$ cat src/rtl/dmem_arbiter.sv
// Two-port arbiter in front of the single-port data memory.
// Port 0 is the instruction-fetch read port, port 1 the load/store port.
// The load/store port has priority, but fetch wins once it has lost
// MAX_WAIT slots in a row. Read data is passed straight through from the
// memory to whichever port owns the read in flight.
module dmem_arbiter #(
    parameter int ADDR_W   = 10,
    parameter int DATA_W   = 32,
    parameter int RD_LAT   = 1,   // 1..7
    parameter int MAX_WAIT = 3    // 1..15
) (
    input  logic              clk,
    input  logic              rst_n,
    input  logic              if_req,
    input  logic [ADDR_W-1:0] if_addr,
    output logic              if_gnt,
    output logic              if_rvalid,
    output logic [DATA_W-1:0] if_rdata,
    input  logic              mem_req,
    input  logic              mem_we,
    input  logic [ADDR_W-1:0] mem_addr,
    input  logic [DATA_W-1:0] mem_wdata,
    output logic              mem_gnt,
    output logic              mem_rvalid,
    output logic [DATA_W-1:0] mem_rdata,
    output logic              ram_en,
    output logic              ram_we,
    output logic [ADDR_W-1:0] ram_addr,
    output logic [DATA_W-1:0] ram_wdata,
    input  logic [DATA_W-1:0] ram_rdata,
    output logic              busy
);

    typedef enum logic {S_IDLE, S_WAIT} state_e;
    typedef enum logic {OWN_IF, OWN_MEM} owner_e;

    localparam logic [2:0] LAT_INIT   = 3'(RD_LAT - 1);
    localparam logic [3:0] STARVE_MAX = 4'(MAX_WAIT);

    state_e      state_q, state_d;
    owner_e      owner_q, owner_d;
    logic [2:0]  lat_cnt_q, lat_cnt_d;
    logic [3:0]  starve_cnt_q, starve_cnt_d;

    logic slot;
    logic resp;
    logic fetch_win;
    logic mem_win;

    // Arbitration, grant outputs, response routing and next-state logic.
    always_comb begin
        // NOTE: every signal assigned here gets a default first, so no path can infer a latch.
        if_gnt       = 1'b0;
        mem_gnt      = 1'b0;
        if_rvalid    = 1'b0;
        mem_rvalid   = 1'b0;
        if_rdata     = '0;
        mem_rdata    = '0;
        ram_en       = 1'b0;
        ram_we       = 1'b0;
        ram_addr     = '0;
        ram_wdata    = '0;
        state_d      = state_q;
        owner_d      = owner_q;
        lat_cnt_d    = lat_cnt_q;
        starve_cnt_d = starve_cnt_q;

        busy = (state_q == S_WAIT);
        resp = (state_q == S_WAIT) && (lat_cnt_q == 3'd0);
        // Grants are held off while reset is asserted so every output reads 0.
        slot = rst_n && ((state_q == S_IDLE) || (lat_cnt_q == 3'd0));

        fetch_win = slot && if_req && ((starve_cnt_q == STARVE_MAX) || !mem_req);
        mem_win   = slot && mem_req && !fetch_win;

        // Latency countdown; a finishing read returns to IDLE unless a new read is granted below.
        if (state_q == S_WAIT) begin
            if (lat_cnt_q != 3'd0) begin
                lat_cnt_d = lat_cnt_q - 3'd1;
            end else begin
                state_d = S_IDLE;
            end
        end

        if (resp) begin
            if (owner_q == OWN_IF) begin
                if_rvalid = 1'b1;
                if_rdata  = ram_rdata;
            end else begin
                mem_rvalid = 1'b1;
                mem_rdata  = ram_rdata;
            end
        end

        if (mem_win) begin
            mem_gnt   = 1'b1;
            ram_en    = 1'b1;
            ram_we    = mem_we;
            ram_addr  = mem_addr;
            ram_wdata = mem_wdata;
            // A store completes in its grant cycle and leaves the state as computed above.
            if (!mem_we) begin
                state_d   = S_WAIT;
                owner_d   = OWN_MEM;
                lat_cnt_d = LAT_INIT;
            end
            if (!if_req) begin
                starve_cnt_d = '0;
            end else if (starve_cnt_q != STARVE_MAX) begin
                starve_cnt_d = starve_cnt_q + 4'd1;
            end
        end else if (fetch_win) begin
            if_gnt       = 1'b1;
            ram_en       = 1'b1;
            ram_addr     = if_addr;
            state_d      = S_WAIT;
            owner_d      = OWN_IF;
            lat_cnt_d    = LAT_INIT;
            starve_cnt_d = '0;
        end else if (slot) begin
            // No grant in a slot means fetch is not requesting.
            starve_cnt_d = '0;
        end
    end

    // State registers; reset drops any read in flight.
    always_ff @(posedge clk or negedge rst_n) begin
        if (!rst_n) begin
            state_q      <= S_IDLE;
            owner_q      <= OWN_IF;
            lat_cnt_q    <= '0;
            starve_cnt_q <= '0;
        end else begin
            // NOTE: non-blocking assignments so all registers update from pre-edge values.
            state_q      <= state_d;
            owner_q      <= owner_d;
            lat_cnt_q    <= lat_cnt_d;
            starve_cnt_q <= starve_cnt_d;
        end
    end

endmodule
$ cat config.mk
export PLATFORM = sky130hd
export DESIGN_NAME = dmem_arbiter
export DESIGN_NICKNAME = d
export VERILOG_FILES = /design/src/rtl/dmem_arbiter.sv
export SDC_FILE = /design/constraint.sdc
export NUM_CORES = 1
export LEC_CHECK = 0
export BUFFER_PORTS_ARGS = -buffer_cell sky130_fd_sc_hd__buf_2
export CAP_MARGIN = 10
export CELL_PAD_IN_SITES_DETAIL_PLACEMENT = 1
export CELL_PAD_IN_SITES_GLOBAL_PLACEMENT = 1
export CORE_MARGIN = 8
export CORE_UTILIZATION = 16
export CTS_BUF_LIST = sky130_fd_sc_hd__clkbuf_4 sky130_fd_sc_hd__clkbuf_8 sky130_fd_sc_hd__clkbuf_16
export CTS_CLUSTER_SIZE = 14
export DETAILED_ROUTE_END_ITERATION = 6
export PLACE_DENSITY_LB_ADDON = 0.1
export SYNTH_ARGS = -nofsm -noshare
export SYNTH_HDL_FRONTEND = slang
export SYNTH_SLANG_ARGS = --single-unit
export TNS_END_PERCENT = 1
$ cat constraint.sdc
create_clock -name clk -period 2.1 [get_ports clk]
set_input_delay 0.42 -clock clk [delete_from_list [all_inputs] [get_ports clk]]
set_output_delay 0.42 -clock clk [all_outputs]
set_load 0.005 [all_outputs]
Yosys cells after proc, flatten, opt, wreduce, memory -nomap -nowiden. Index checks and enable logic that the tools add are counted.

Add/subtract/negate cells: 2. Reduce and logical (&&, ||, !) cells: 16. Multiplexer cells: 34. $mul: 0. Equality and inequality tests: 4. Bitwise logic cells: 1. Shift operators: 0. $lt $le $gt $ge: 0. Divide/modulo/power cells: 0.

Operators with widths (number): 32-bit two-way mux (5); 10-bit two-way mux (2); 4-bit two-way mux (5); 1-bit two-way mux (17); 3-bit two-way mux (5); 1-bit logical AND (6); 3-bit nonzero test (2); 4-bit by 1-bit adder with 4-bit output, second input constant (1); 4-bit by 2-bit equality test with 1-bit output, second input constant (1); 4-bit by 2-bit inequality test with 1-bit output, second input constant (1); 2-bit AND reduction (2); 3-bit logical NOT (1); 3-bit by 2-bit inequality test with 1-bit output, second input constant (1); 3-bit by 1-bit subtractor with 3-bit output, second input constant (1); 1-bit logical NOT (2); 1-bit logical OR (2); 2-bit inequality test, second input constant (1); 2-bit nonzero test (1); 1-bit NOT (1).

Memory bits (read-only): 0. RAM bits: 0. Bits in registers: 9. Bits in latches: 0. Memories: 0. Input bits: 89.

Logic depth before layout (Yosys ltp).
Depth after elaboration: 9. Gate-level depth with buffers: 6.

Worst setup path after synthesis. No wires, ideal clock.

Path kind: register -> output. Start: register starve_cnt_q[0]. End: output port ram_wdata[10]. Buffers on the path: 1. Cell stages (with the launch flop): 6. Arrival time: 1.648 ns. Setup slack: 0.032 ns. Data required time: 1.680 ns. Cell sequence: dfrtp_1 -> ha_1 -> and4bb_4 -> a2111oi_4 -> buf_6 -> and3_1.

Cells in the longest elaborated chain, start to end: 6.

Ends and longest elaborated chain: start: declaration (RTL line 43) `logic [3:0] starve_cnt_q, starve_cnt_d;`; start signal: assignment (RTL line 138) `starve_cnt_q <= starve_cnt_d;`; 4-bit by 2-bit equality test with 1-bit output (RTL line 73) `fetch_win = slot && if_req && ((starve_cnt_q == STARVE_MAX) || !mem_req);`; 1-bit logical OR (RTL line 73); 1-bit logical AND (RTL line 73); 1-bit logical NOT (RTL line 74) `mem_win = slot && mem_req && !fetch_win;`; 1-bit logical AND (RTL line 74); 32-bit two-way mux (RTL line 95) `if (mem_win) begin`; end: declaration (RTL line 29) `output logic [DATA_W-1:0] ram_wdata,`.

Every way passes these cells.

Worst setup path in the final report.
Start: register starve_cnt_q[0]. End: output port ram_wdata[31].

Same word-level chain as after synthesis.

==> impl_metrics.json <==
{
  "track_usage": 0.139,
  "synth_cells": 205,
  "synthFlopType": "dfrtp_1",
  "max_slew_margin": 0.688,
  "cts.sinks": 9,
  "die_w_microns": 111,
  "rows": 34,
  "period_share": 1.14,
  "cts_root_buffer": "clkbuf_8",
  "vias": 2290,
  "start_kind": "flop",
  "powerDensity_nw_per_um2": 283,
  "clock_skew_ns": 0.000414,
  "avgViaCountPerCell": 4.37,
  "dr.pass1.iters": 3,
  "post-route-util": 0.330,
  "grt_pass1_vias": 2254,
  "setup_viol": 34,
  "drc_errors": 0,
  "cts_tree": "done",
  "syn_to_final_growth_pct": 99.1,
  "htree_levels": 1,
  "first_iter_violations": 103,
  "synth_cell_type_count": 34,
  "max_freq_ghz": 0.419,
  "final_max_slew_viol_count": 0,
  "grt_max_degree": 48,
  "power_mw": 0.816,
  "grt_overflow": 0,
  "seqCellArea_sq_um": 225,
  "max-vdd-ir-drop_mv": 0.311,
  "diodes": 0,
  "syn_area_sq_um": 1450,
  "cts_buffer_depth": 2,
  "rr_startpoint": "lat_cnt_q[0]$_DFF_PN0_",
  "rsz0062_at_grt": "yes",
  "cp.arrival_ns": 1.97,
  "avgSynthCellArea_sq_um": 7.08,
  "fp.dieArea_sq_um": 12400,
  "crit_type": "flop to output port",
  "postRouteAntennaNets": 0,
  "n_fill_cell": 1129,
  "final_hold_viol_count": 0,
  "worst_slack_ns": -0.289,
  "maxCapViolations": 0,
  "grt_pass1_wl_microns": 14200,
  "dp.cells": 515,
  "place_area_sq_um": 2680,
  "fp.dieH_microns": 111,
  "io_buffers": 201,
  "hp-class": "primary input to async pin",
  "io_pins": 202,
  "start_util": 0.166,
  "coreArea_sq_um": 8760,
  "setup-tns-final_ns": -8.96,
  "synth_edf_count": 0,
  "cts_buffers": 3,
  "drive_above_1_share": 0.594,
  "ys_seq_area_frac": 0.155,
  "path_clk_slew_ns": 0.05,
  "outcome": "complete, but fails checks",
  "worstMarginPinSlew_ns": 0.465,
  "fin_cells": 524,
  "layout.nets": 509,
  "violations": "setup timing",
  "clk_latency_ns": 0.23,
  "design_area_sq_um": 2890,
  "required_ns": 1.68,
  "crit_fanout": 9,
  "dpl.hpwl_microns": 7720,
  "fin_crit_ns": 2.39,
  "async_flop_share": 1.00,
  "ys_ff_latch": 9,
  "rr_worst_depth": 7,
  "yosys_warnings": 0,
  "wl_per_cell_microns": 17.8,
  "antenna_found_initial": 0,
  "p_leak_nw": 1.82,
  "cp-end-kind": "output port",
  "synth_nets": 297,
  "multi_input_area_sq_um": 1170,
  "r2r_slack_ns": 0.45,
  "wirelength_microns": 9350,
  "worstReg2RegEnd": "starve_cnt_q[1]$_DFFE_PN0P_",
  "globalplace.congestion": 0.761
}
-- critical path, stage by stage, from the launching register on --
cell	delay, ns
dfrtp_1	0.38
ha_2	0.20
and4bb_4	0.21
a2111oi_4	0.32
buf_6	0.19
clkbuf_16	0.15
and3_2	0.16
buf_2	0.11
-- worst max-delay path by stage --
| stage | start | endpoint |
|---|---|---|
| 2_1_floorplan | starve_cnt_q[0]$_DFFE_PN0P_ | ram_wdata[10] |
| 3_3_place_gp | starve_cnt_q[0]$_DFFE_PN0P_ | ram_wdata[10] |
| 3_5_place_dp | lat_cnt_q[0]$_DFF_PN0_ | ram_wdata[21] |
| 4_1_cts | lat_cnt_q[0]$_DFF_PN0_ | ram_wdata[17] |
| 5_1_grt | starve_cnt_q[0]$_DFFE_PN0P_ | ram_wdata[0] |
| 6_report | starve_cnt_q[0]$_DFFE_PN0P_ | ram_wdata[31] |
-- Yosys cell counts, types with 2 or more instances --
cell type  instances  share of area
a21oi_1           10          0.034
inv_1              4          0.010
o221ai_1           2          0.012
a22o_1             2          0.012
ha_1               3          0.026
buf_6              3          0.023
and3_2             4          0.021
nand3_1           11          0.038
nor3b_1            2          0.010
dfrtp_1            9           0.16
nor3_1             2         0.0069
clkbuf_1          13          0.034
nor2_1             5          0.013
and3_1            31           0.13
and2_1            66           0.28
nand2_1            3         0.0078
nor2b_1            4          0.017
o21ai_0           14          0.048
o22a_1             2          0.012
-- through the flow --
step / hold WS, ns / worst slack [ns]
final: 0.130 / -0.289
after global routing: 0.141 / -0.357
after CTS: 0.130 / -0.276
after detailed placement: 0.381 / -0.0152
after global placement: 0.373 / 0.00791
after floorplan: 0.124 / 0.0324
-- report_power, final --
part	internal, mW	switching [mW]
sequential	0.181	0.00872
clock	0.146	0.0728
combinational	0.223	0.186
total	0.549	0.267
-- sequential cells by signal, indices dropped and copies added, names as in the netlist --
signal        count
owner_q           1
starve_cnt_q      4
busy              1
lat_cnt_q         3
-- cells by family after synthesis --
| kind of cell | share of synthesized area |
|---|---|
| simple gates | 0.567 |
| compound gates | 0.171 |
| buf+inv | 0.0733 |
| flops | 0.155 |
| fa+ha+maj | 0.0259 |
| mux | 0.00776 |
-- cell usage in the layout (no fill, tap or decap), drive strengths merged --
master	n
buf	223
and2	66
and3	35
o21ai	15
nand3	11
a21oi	10
dfrtp	9
clkbuf	6
nor2	5
nor2b	4
inv	4
nand2	3
nor3	3
ha	3
o22a	2
o221ai	2
a22o	2
nor3b	2
nand2b	1
and4bb	1
a2111oi	1
nand4bb	1
o31a	1
o22ai	1
a211oi	1
and2b	1
a32o	1
mux2	1
o211a	1
-- timing repair --
item,CTS,global route
setup buffers,0,2
hold buffers,0,0
gates resized for setup,4,15
pin swaps,0,3
setup endpoints to repair,112,112
cloned,0,3
-- cell type report --
class	instances	area share
inverter	4	0.00520
sequential	9	0.0780
clock buffer	4	0.0169
multi-input combinational	174	0.405
tap	108	0.0468
timing repair buffer	225	0.448
-- layer usage --
metal | global-route usage | share of wire
met5 | 0 | 0
met4 | 0.00800 | 0.00086
met2 | 0.260 | 0.54
met1 | 0.159 | 0.39
met3 | 0.0357 | 0.062
(Power assumes the default switching activity.)
